[config.mk]
export PLATFORM = sky130hd
export DESIGN_NAME = hazard_forward_ctrl_flat
export DESIGN_NICKNAME = d
export VERILOG_FILES = /design/src/rtl/hazard_forward_ctrl_if.sv /design/src/rtl/hazard_forward_ctrl.sv /design/src/flat_wrapper.sv
export SDC_FILE = /design/constraint.sdc
export NUM_CORES = 1
export LEC_CHECK = 0
export CAP_MARGIN = 20
export CORE_UTILIZATION = 30
export DETAILED_ROUTE_END_ITERATION = 8
export PLACE_DENSITY = 0.86
export SYNTH_ARGS = -nofsm -noshare
export SYNTH_HDL_FRONTEND = slang
export SYNTH_SLANG_ARGS = --single-unit
[constraint.sdc]
create_clock -name clk -period 1.1 [get_ports clk]
set_input_delay 0.11 -clock clk [delete_from_list [all_inputs] [get_ports clk]]
set_output_delay 0.11 -clock clk [all_outputs]
set_load 0.1 [all_outputs]
[src/rtl/hazard_forward_ctrl_if.sv]
// Hazard/forwarding controller bus bundle.
//
// Groups every pipeline-side signal the controller consumes or produces.
//   master : pipeline datapath view (drives hazard inputs, receives controls)
//   slave  : controller view (receives hazard inputs, drives controls)
//
// Signals:
//   id_rs_addr       source addrs of the ID instruction, operand i at [i*W +: W]
//   id_rs_used       operand i is actually read by the ID instruction
//   id_ex_rs_addr    source addrs of the EX instruction
//   id_ex_rd_addr    dest of the EX instruction
//   id_ex_mem_read   EX instruction is a load
//   ex_mem_rd_addr   dest in EX/MEM
//   ex_mem_reg_write EX/MEM writes rd
//   mem_wb_rd_addr   dest in MEM/WB
//   mem_wb_reg_write MEM/WB writes rd
//   ex_branch_taken  redirect resolved in EX this cycle
//   forward          per-operand forward select, operand i at [2i +: 2]
//   pc_write         PC may update
//   if_id_write      IF/ID may load
//   if_id_flush      IF/ID becomes a NOP
//   id_ex_flush      ID/EX becomes a bubble
//   stall_active     load-use stall in progress or starting
interface hazard_forward_ctrl_if #(
  parameter int unsigned REG_ADDR_W = 5,
  parameter int unsigned NUM_SRC    = 2
);
  logic [NUM_SRC*REG_ADDR_W-1:0] id_rs_addr;
  logic [NUM_SRC-1:0]            id_rs_used;
  logic [NUM_SRC*REG_ADDR_W-1:0] id_ex_rs_addr;
  logic [REG_ADDR_W-1:0]         id_ex_rd_addr;
  logic                          id_ex_mem_read;
  logic [REG_ADDR_W-1:0]         ex_mem_rd_addr;
  logic                          ex_mem_reg_write;
  logic [REG_ADDR_W-1:0]         mem_wb_rd_addr;
  logic                          mem_wb_reg_write;
  logic                          ex_branch_taken;
  logic [2*NUM_SRC-1:0]          forward;
  logic                          pc_write;
  logic                          if_id_write;
  logic                          if_id_flush;
  logic                          id_ex_flush;
  logic                          stall_active;

  modport master (
    output id_rs_addr, id_rs_used, id_ex_rs_addr, id_ex_rd_addr, id_ex_mem_read,
    output ex_mem_rd_addr, ex_mem_reg_write, mem_wb_rd_addr, mem_wb_reg_write,
    output ex_branch_taken,
    input  forward, pc_write, if_id_write, if_id_flush, id_ex_flush, stall_active
  );

  modport slave (
    input  id_rs_addr, id_rs_used, id_ex_rs_addr, id_ex_rd_addr, id_ex_mem_read,
    input  ex_mem_rd_addr, ex_mem_reg_write, mem_wb_rd_addr, mem_wb_reg_write,
    input  ex_branch_taken,
    output forward, pc_write, if_id_write, if_id_flush, id_ex_flush, stall_active
  );
endinterface

[src/rtl/hazard_forward_ctrl.sv]
// Forwarding and hazard controller for a 5-stage RISC-V pipeline.
//
// - Per-operand EX forwarding selects (00 regfile, 01 EX/MEM, 10 MEM/WB).
// - Load-use stall FSM inserting LOAD_STALL_CY bubbles per hazard.
// - Branch/jump flush of IF/ID and ID/EX, overriding any stall.
//
// Ports:
//   clk   pipeline clock, rising edge
//   rst   asynchronous reset, active-high; holds controls in a safe flush state
//   bus   hazard_forward_ctrl_if.slave, all pipeline-side signals
//
// Optional build macro HAZARD_STATS_EN adds three 32-bit wrapping counters:
//   stat_stall_cycles  cycles with stall_active
//   stat_flushes       cycles with ex_branch_taken
//   stat_fwd_events    cycles in which any forward select is non-zero
module hazard_forward_ctrl #(
  parameter int unsigned REG_ADDR_W    = 5,
  parameter int unsigned NUM_SRC       = 2,
  parameter int unsigned LOAD_STALL_CY = 1
) (
  input logic                  clk,
  input logic                  rst,
  hazard_forward_ctrl_if.slave bus
`ifdef HAZARD_STATS_EN
  ,
  output logic [31:0]          stat_stall_cycles,
  output logic [31:0]          stat_flushes,
  output logic [31:0]          stat_fwd_events
`endif
);

  localparam logic [0:0] StIdle  = 1'b0;
  localparam logic [0:0] StStall = 1'b1;

  // The entry cycle is itself the first bubble, so STALL covers the remainder.
  localparam logic [2:0] CntLoad = 3'(LOAD_STALL_CY - 1);

  logic [0:0]           state_q, state_d;
  logic [2:0]           cnt_q, cnt_d;
  logic                 hz;
  logic                 stall_int;
  logic [2*NUM_SRC-1:0] fwd_raw;
  logic                 fwd_any;

  // ---------------------------------------------------------------------------
  // Forwarding selects for the instruction in EX
  // ---------------------------------------------------------------------------
  always_comb begin
    fwd_raw = '0;
    for (int i = 0; i < int'(NUM_SRC); i++) begin
      logic [REG_ADDR_W-1:0] rs;
      rs = bus.id_ex_rs_addr[i*REG_ADDR_W +: REG_ADDR_W];
      if (bus.ex_mem_reg_write && (bus.ex_mem_rd_addr != '0) && (bus.ex_mem_rd_addr == rs)) begin
        fwd_raw[2*i +: 2] = 2'b01;
      end else if (bus.mem_wb_reg_write && (bus.mem_wb_rd_addr != '0) &&
                   (bus.mem_wb_rd_addr == rs)) begin
        fwd_raw[2*i +: 2] = 2'b10;
      end
    end
  end

  assign fwd_any = |fwd_raw;

  // ---------------------------------------------------------------------------
  // Load-use hazard detection against the instruction in ID
  // ---------------------------------------------------------------------------
  always_comb begin
    hz = 1'b0;
    if (bus.id_ex_mem_read && (bus.id_ex_rd_addr != '0)) begin
      for (int i = 0; i < int'(NUM_SRC); i++) begin
        if (bus.id_rs_used[i] &&
            (bus.id_rs_addr[i*REG_ADDR_W +: REG_ADDR_W] == bus.id_ex_rd_addr)) begin
          hz = 1'b1;
        end
      end
    end
  end

  assign stall_int = (state_q == StStall) ||
                     ((state_q == StIdle) && hz && !bus.ex_branch_taken);

  // ---------------------------------------------------------------------------
  // Stall FSM
  // ---------------------------------------------------------------------------
  always_comb begin
    state_d = state_q;
    cnt_d   = cnt_q;
    if (bus.ex_branch_taken) begin
      // Redirect squashes the stalled instruction, so the stall is abandoned.
      state_d = StIdle;
      cnt_d   = '0;
    end else begin
      case (state_q)
        StIdle: begin
          if (hz && (LOAD_STALL_CY > 1)) begin
            state_d = StStall;
            cnt_d   = CntLoad;
          end
        end
        StStall: begin
          // hz is not consulted here: the bubbles already in flight cover it.
          cnt_d = cnt_q - 3'd1;
          if (cnt_q <= 3'd1) begin
            state_d = StIdle;
            cnt_d   = '0;
          end
        end
        default: begin
          state_d = StIdle;
          cnt_d   = '0;
        end
      endcase
    end
  end

  always_ff @(posedge clk or posedge rst) begin
    if (rst) begin
      state_q <= StIdle;
      cnt_q   <= '0;
    end else begin
      state_q <= state_d;
      cnt_q   <= cnt_d;
    end
  end

  // ---------------------------------------------------------------------------
  // Pipeline controls
  // ---------------------------------------------------------------------------
  always_comb begin
    bus.forward      = fwd_raw;
    bus.stall_active = stall_int;
    bus.pc_write     = 1'b1;
    bus.if_id_write  = 1'b1;
    bus.if_id_flush  = 1'b0;
    bus.id_ex_flush  = 1'b0;
    if (rst) begin
      // Hold the front end and keep bubbles in the pipe until reset releases.
      bus.forward      = '0;
      bus.stall_active = 1'b0;
      bus.pc_write     = 1'b0;
      bus.if_id_write  = 1'b0;
      bus.if_id_flush  = 1'b1;
      bus.id_ex_flush  = 1'b1;
    end else if (bus.ex_branch_taken) begin
      // Keep PC and IF/ID writable so the redirect target is fetched.
      bus.if_id_flush = 1'b1;
      bus.id_ex_flush = 1'b1;
    end else if (stall_int) begin
      bus.pc_write    = 1'b0;
      bus.if_id_write = 1'b0;
      bus.id_ex_flush = 1'b1;
    end
  end

`ifdef HAZARD_STATS_EN
  // ---------------------------------------------------------------------------
  // Event counters
  // ---------------------------------------------------------------------------
  always_ff @(posedge clk or posedge rst) begin
    if (rst) begin
      stat_stall_cycles <= '0;
      stat_flushes      <= '0;
      stat_fwd_events   <= '0;
    end else begin
      if (stall_int) begin
        stat_stall_cycles <= stat_stall_cycles + 32'd1;
      end
      if (bus.ex_branch_taken) begin
        stat_flushes <= stat_flushes + 32'd1;
      end
      if (fwd_any) begin
        stat_fwd_events <= stat_fwd_events + 32'd1;
      end
    end
  end
`else
  logic unused_fwd_any;
  assign unused_fwd_any = fwd_any;
`endif

endmodule

[src/flat_wrapper.sv]
// flat-port wrapper written by rule: the top's interface ports become plain ports
module hazard_forward_ctrl_flat 
#(
  parameter int unsigned REG_ADDR_W    = 5,
  parameter int unsigned NUM_SRC       = 2,
  parameter int unsigned LOAD_STALL_CY = 1
)
  (clk, rst, bus_id_rs_addr, bus_id_rs_used, bus_id_ex_rs_addr, bus_id_ex_rd_addr, bus_id_ex_mem_read, bus_ex_mem_rd_addr, bus_ex_mem_reg_write, bus_mem_wb_rd_addr, bus_mem_wb_reg_write, bus_ex_branch_taken, bus_forward, bus_pc_write, bus_if_id_write, bus_if_id_flush, bus_id_ex_flush, bus_stall_active);
  hazard_forward_ctrl_if #(.REG_ADDR_W(REG_ADDR_W), .NUM_SRC(NUM_SRC)) bus_i ();
  input logic clk;
  input logic rst;
  input wire logic [$bits(bus_i.id_rs_addr)-1:0] bus_id_rs_addr;
  input wire logic [$bits(bus_i.id_rs_used)-1:0] bus_id_rs_used;
  input wire logic [$bits(bus_i.id_ex_rs_addr)-1:0] bus_id_ex_rs_addr;
  input wire logic [$bits(bus_i.id_ex_rd_addr)-1:0] bus_id_ex_rd_addr;
  input wire logic [$bits(bus_i.id_ex_mem_read)-1:0] bus_id_ex_mem_read;
  input wire logic [$bits(bus_i.ex_mem_rd_addr)-1:0] bus_ex_mem_rd_addr;
  input wire logic [$bits(bus_i.ex_mem_reg_write)-1:0] bus_ex_mem_reg_write;
  input wire logic [$bits(bus_i.mem_wb_rd_addr)-1:0] bus_mem_wb_rd_addr;
  input wire logic [$bits(bus_i.mem_wb_reg_write)-1:0] bus_mem_wb_reg_write;
  input wire logic [$bits(bus_i.ex_branch_taken)-1:0] bus_ex_branch_taken;
  output wire logic [$bits(bus_i.forward)-1:0] bus_forward;
  output wire logic [$bits(bus_i.pc_write)-1:0] bus_pc_write;
  output wire logic [$bits(bus_i.if_id_write)-1:0] bus_if_id_write;
  output wire logic [$bits(bus_i.if_id_flush)-1:0] bus_if_id_flush;
  output wire logic [$bits(bus_i.id_ex_flush)-1:0] bus_id_ex_flush;
  output wire logic [$bits(bus_i.stall_active)-1:0] bus_stall_active;
  assign bus_i.id_rs_addr = bus_id_rs_addr;
  assign bus_i.id_rs_used = bus_id_rs_used;
  assign bus_i.id_ex_rs_addr = bus_id_ex_rs_addr;
  assign bus_i.id_ex_rd_addr = bus_id_ex_rd_addr;
  assign bus_i.id_ex_mem_read = bus_id_ex_mem_read;
  assign bus_i.ex_mem_rd_addr = bus_ex_mem_rd_addr;
  assign bus_i.ex_mem_reg_write = bus_ex_mem_reg_write;
  assign bus_i.mem_wb_rd_addr = bus_mem_wb_rd_addr;
  assign bus_i.mem_wb_reg_write = bus_mem_wb_reg_write;
  assign bus_i.ex_branch_taken = bus_ex_branch_taken;
  assign bus_forward = bus_i.forward;
  assign bus_pc_write = bus_i.pc_write;
  assign bus_if_id_write = bus_i.if_id_write;
  assign bus_if_id_flush = bus_i.if_id_flush;
  assign bus_id_ex_flush = bus_i.id_ex_flush;
  assign bus_stall_active = bus_i.stall_active;
  hazard_forward_ctrl #(.REG_ADDR_W(REG_ADDR_W), .NUM_SRC(NUM_SRC), .LOAD_STALL_CY(LOAD_STALL_CY)) u_core (.clk(clk), .rst(rst), .bus(bus_i));
endmodule
==> Word level (Yosys, flattened, before mapping) <==
Cells that the tools add are included.
{ "word_totals": {"register_bits": 4, "input_bits": 43} }
{ "op_classes": {"addsub": 1, "magnitude_cmp": 1, "eq_ne": 6, "mux": 23, "n_bitwise": 1, "n_reduce_logical": 17} }
{ "ops": {"columns": ["operator", "count"], "rows": [
  ["equality test 5 bit", 6],
  ["two-way mux 1 bit", 15],
  ["nonzero test 5 bit", 3],
  ["logical AND 1 bit", 11],
  ["two-way mux 3 bit", 3],
  ["two-way mux 2 bit", 4],
  ["two-way mux 4 bit", 1],
  ["<= comparator 3 x 1 -> 1 bit (second input constant)", 1],
  ["subtractor 3 x 1 -> 3 bit (second input constant)", 1],
  ["nonzero test 2 bit", 1],
  ["zero test 1 bit", 1],
  ["logical OR 1 bit", 1],
  ["inverter 1 bit", 1]
]} }

==> Logic depth before layout (Yosys ltp) <==
{ "logic_depth": {"ltp_word": 11, "mapped_depth": 7} }

==> Least setup slack after synthesis <==
No wires, ideal clock.
{ "synth_timing": {"path_kind": "input to output", "startpoint": "in bus_ex_mem_rd_addr[0]", "endpoint": "out bus_forward[0]", "arrival_time_ns": 3.186, "setup_slack_ns": -2.196, "stages": 3, "cell_sequence": "or4_1 o21ai_2 nor4_1"} }
{ "synth_between": {"elab_chain_cells": 5, "elab_cells_between_ends": 6, "cone_classes": "eq/ne: 1; mux: 2; reduce/logical: 3"} }
{ "synth_lines": {"columns": ["item", "line", "source"], "rows": [
  ["start: declaration", "flat_wrapper.sv:17", "input wire logic [$bits(bus_i.ex_mem_rd_addr)-1:0] bus_ex_mem_rd_addr;"],
  ["nonzero test 5 bit", "hazard_forward_ctrl.sv:53", "if (bus.ex_mem_reg_write && (bus.ex_mem_rd_addr != '0) && (bus.ex_mem_rd_addr == rs)) begin"],
  ["logical AND 1 bit", "hazard_forward_ctrl.sv:53", null],
  ["logical AND 1 bit *", "hazard_forward_ctrl.sv:53", null],
  ["two-way mux 2 bit *", "hazard_forward_ctrl.sv:53", null],
  ["two-way mux 4 bit *", "hazard_forward_ctrl.sv:136", "if (rst) begin"],
  ["end: declaration", "flat_wrapper.sv:22", "output wire logic [$bits(bus_i.forward)-1:0] bus_forward;"]
]} }
Mark *: on every way between the ends. The rest lies on a longest branch, timed or not.

==> Final worst setup path <==
{ "layout_timing": {"startpoint": "in bus_mem_wb_rd_addr[3]", "endpoint": "out bus_forward[1]"} }
{ "layout_between": {"elab_chain_cells": 6, "elab_cells_between_ends": 7, "cone_classes": "eq/ne: 1; mux: 3; reduce/logical: 3"} }
{ "layout_lines": {"columns": ["item", "line", "source"], "rows": [
  ["start: declaration", "flat_wrapper.sv:19", "input wire logic [$bits(bus_i.mem_wb_rd_addr)-1:0] bus_mem_wb_rd_addr;"],
  ["nonzero test 5 bit", "hazard_forward_ctrl.sv:55", "end else if (bus.mem_wb_reg_write && (bus.mem_wb_rd_addr != '0) &&"],
  ["logical AND 1 bit", "hazard_forward_ctrl.sv:55", null],
  ["logical AND 1 bit *", "hazard_forward_ctrl.sv:55", null],
  ["two-way mux 2 bit *", "hazard_forward_ctrl.sv:55", null],
  ["two-way mux 2 bit *", "hazard_forward_ctrl.sv:53", null],
  ["two-way mux 4 bit *", "hazard_forward_ctrl.sv:136", null]
]} }
Marks and branches as above.

==> flow_summary.yaml <==
layout:
  layout.nets: 215
  antenna_cells_inserted: 0
  drive_gt1_share_pct: 66.1
  fill_cells: 89
  area_delta_synth_final_pct: 172
  layout.cells.non_filler: 195
  final_area_mm2: 0.00180
yosys:
  syn_nets: 126
  synth_async_sr_flop_share_pct: 100
  share_of_synthesized_area_occupied_by_flip_flops_and_latches_pct: 15.1
  netlist_top_cells_area: "xor2_1 (24%), xnor2_1 (16%), dfrtp_1 (15%)"
  yosys_warnings: 0
  synth_most_common_cell: "xor2_1"
  synth_enable_flop_cells: 0
  syn-instance-count: 81
  synth_top_cell_by_area: "xor2_1"
  mappedNetlistArea_um2: 662
  synthDistinctLibCells: 25
  post-synth-top-area-fraction_pct: 23.8
  synth.cells.most_frequent: "xor2_1 (18), xnor2_1 (12), inv_1 (6), nand2_1 (6), or4_1 (5)"
  synth-seq-cells: 4
  postSynth.topFlopCell: "dfrtp_1"
  syn_avg_cell_area_um2: 8.17
run_status:
  status: "finished with violations"
  failed_checks: "setup timing"
critical_path:
  critical_path_source: "bus_mem_wb_rd_addr[3]"
  crit_path_top_delay_cell: "or4_4"
  crit_fanout: 3
  worst_ep_required_time_ns: 0.99
  timing.critical_path.arrival_ns: 1.62
  reg2reg_to: "u_core.cnt_q[2]"
  reg2reg_slack_ns: -0.16
  crit_path_end: "bus_forward[1]"
  worstSetupEndpointType: "output port"
  critical-path-max-stage-delay_ns: 0.55
  worst_setup_path_start_kind: "primary input"
  rr_startpoint: "u_core.cnt_q[1]"
  reg2regPathDepth: 7
  crit_path_cell_trace: "clkbuf_2 -> xor2_1 -> or4_4 -> nor4_4 -> buf_12"
  critical_path_class: "in -> out"
place:
  pre_cts_ws_ns: -0.930
  dp_hpwl_um: 2380
  dpl.cell_count: 183
  port_buffers: 51
  post_detailed_placement_cell_area_mm2: 0.00156
  globalplace.congestion: 0.782
detailed_routing:
  drt_pre_antenna_iters: 4
  initialDrtViolationCount: 25
  dr_total_vias: 1057
  drt-vias-per-instance: 5.42
  total_wire_length_um: 4450
  drc_errors: 0
  drt.antenna.violating_nets: 0
  avgRoutedWirePerCell_um: 22.8
clock_network:
  cts_made_buffers: 3
  clock_tree_from_tritoncts: "yes"
  clock_tree.buffer_depth: 2
  clock_insertion_delay_worst_skew_ns: 0.24
  clock_sink_count: 4
  cts.reportedPaths.clkPinSlew_ns: 0.04
  cts_root_buf: "clkbuf_4"
  htree_levels: 1
sta:
  slew_headroom_pct: 73.2
  finalSetupViolCount: 12
  final.min_clock_period_ns: 1.73
  slew_violations: 0
  fin_skew_ns: 0.00736
  max_slew.worst_pin.slew_ns: 0.400
  max_clock_freq_mhz: 579
  fin_ws_ns: -0.628
  final.period_utilization_pct: 157
  finalHoldViolations: 0
  rsz0062_at_grt: "yes"
min_path:
  worstHoldPathCells: 5
  hp-class: "in -> reg"
die:
  dieWidth_um: 49.0
  floorplan.initialDensity_pct: 32.7
  design.die.area_mm2: 0.00240
  rows: 16
  die_height_um: 49.0
  coreArea_mm2: 0.00202
  num_io_pins: 52
grt:
  grt_util_all_layers_pct: 35.5
  first_global_vias: 1163
  grt.overflow.total: 0
  grt_pass1_wl_um: 6170
  antenna_violations_before_repair: 0
  grt_start_max_net_pins: 5
job:
  timing.max_cap.violations: 0
pwr:
  p_per_area_mw_per_mm2: 556
  max-vdd-ir-drop_uv: 689
  total_leakage_power_uw: 0.000803
[critical path, delay by kind of cell]
kind          cells  cell delay, ns
simple gates      2            0.98
buf+inv           2            0.34
xor+xnor          1            0.17
[power by group]
| part | switching [µW] | internal (µW) | total (µW) |
|---|---|---|---|
| combinational | 351 | 315 | 666 |
| sequential | 0 | 148 | 148 |
| clock | 63.5 | 122 | 186 |
[cell families (layout without fill, tap and decap cells)]
| group | Yosys count | in the layout | synth area share (%) |
|---|---|---|---|
| adders and majority gates | 2 | 2 | 3.78 |
| buffers and inverters | 7 | 94 | 4.54 |
| and+or+nand+nor | 25 | 25 | 23.1 |
| AOI/OAI and AO/OA | 13 | 13 | 13.8 |
| xor gates and xnor gates | 30 | 30 | 39.7 |
| DFF | 4 | 4 | 15.1 |
[metal layers]
| metal | wire length (µm) | part of all wire (%) | track usage (%) | up-vias |
|---|---|---|---|---|
| met5 | 0 | 0 | 0 | - |
| li1 | - | - | - | 459 |
| met3 | 327 | 7.3 | 8.72 | 32 |
| met1 | 1570 | 35 | 36.9 | 498 |
| met2 | 2200 | 49 | 63.4 | 68 |
| met4 | 364 | 8.2 | 22.1 | 0 |
[cell usage in the layout (no fill, tap or decap), types with 5 or more instances in the layout]
cell type	netlist	layout
or4_4	0	5
dlygate4sd2_1	0	9
buf_12	0	8
buf_6	0	14
nor4_4	0	5
buf_4	1	24
xnor2_2	0	8
buf_2	0	9
clkbuf_2	0	11
xor2_1	18	16
[metrics by stage]
step | TNS [ns] | util, % | power [µW] | hold slack [ns]
3_5_place_dp | -7.86 | 77.1 | 699 | 0.470
4_1_cts | -3.97 | 85.0 | 927 | 0.428
3_3_place_gp | -7.40 | 77.1 | 685 | 0.460
2_1_floorplan | -7.01 | - | 372 | -0.126
5_1_grt | -4.67 | 89.0 | 1030 | 0.502
6_report | -4.40 | 89.0 | 1000 | 0.484
[registers in the layout (all words and copies together), names as in the netlist]
register        count
u_core.cnt_q        3
u_core.state_q      1
[what timing repair did]
action                     4_1_cts  5_1_grt
setup endpoints to repair       12       12
setup buffers                    6        4
hold endpoints to repair         4        0
hold buffers                     1        0
pin swaps                       33       22
gates resized for setup        126       44
[worst min-delay path by stage]
stage	end	startpoint	slack, ns
floorplan	u_core.cnt_q[0]	rst	-0.13
finish	u_core.cnt_q[2]	bus_ex_branch_taken	0.48
detailed placement	u_core.cnt_q[2]	u_core.cnt_q[2]	0.47
CTS	u_core.cnt_q[2]	bus_ex_branch_taken	0.43
global route	u_core.cnt_q[2]	bus_ex_branch_taken	0.50
global placement	u_core.cnt_q[2]	u_core.cnt_q[2]	0.46
[area by class of cell]
class | count | area, µm² | area share (%)
clock buffer | 3 | 22.5 | 1.25
inverter | 6 | 26.3 | 1.46
multi-input combinational | 70 | 808 | 44.9
sequential | 4 | 100 | 5.56
tap | 27 | 33.8 | 1.88
timing repair buffer | 85 | 808 | 44.9
(Power assumes the default switching activity.)
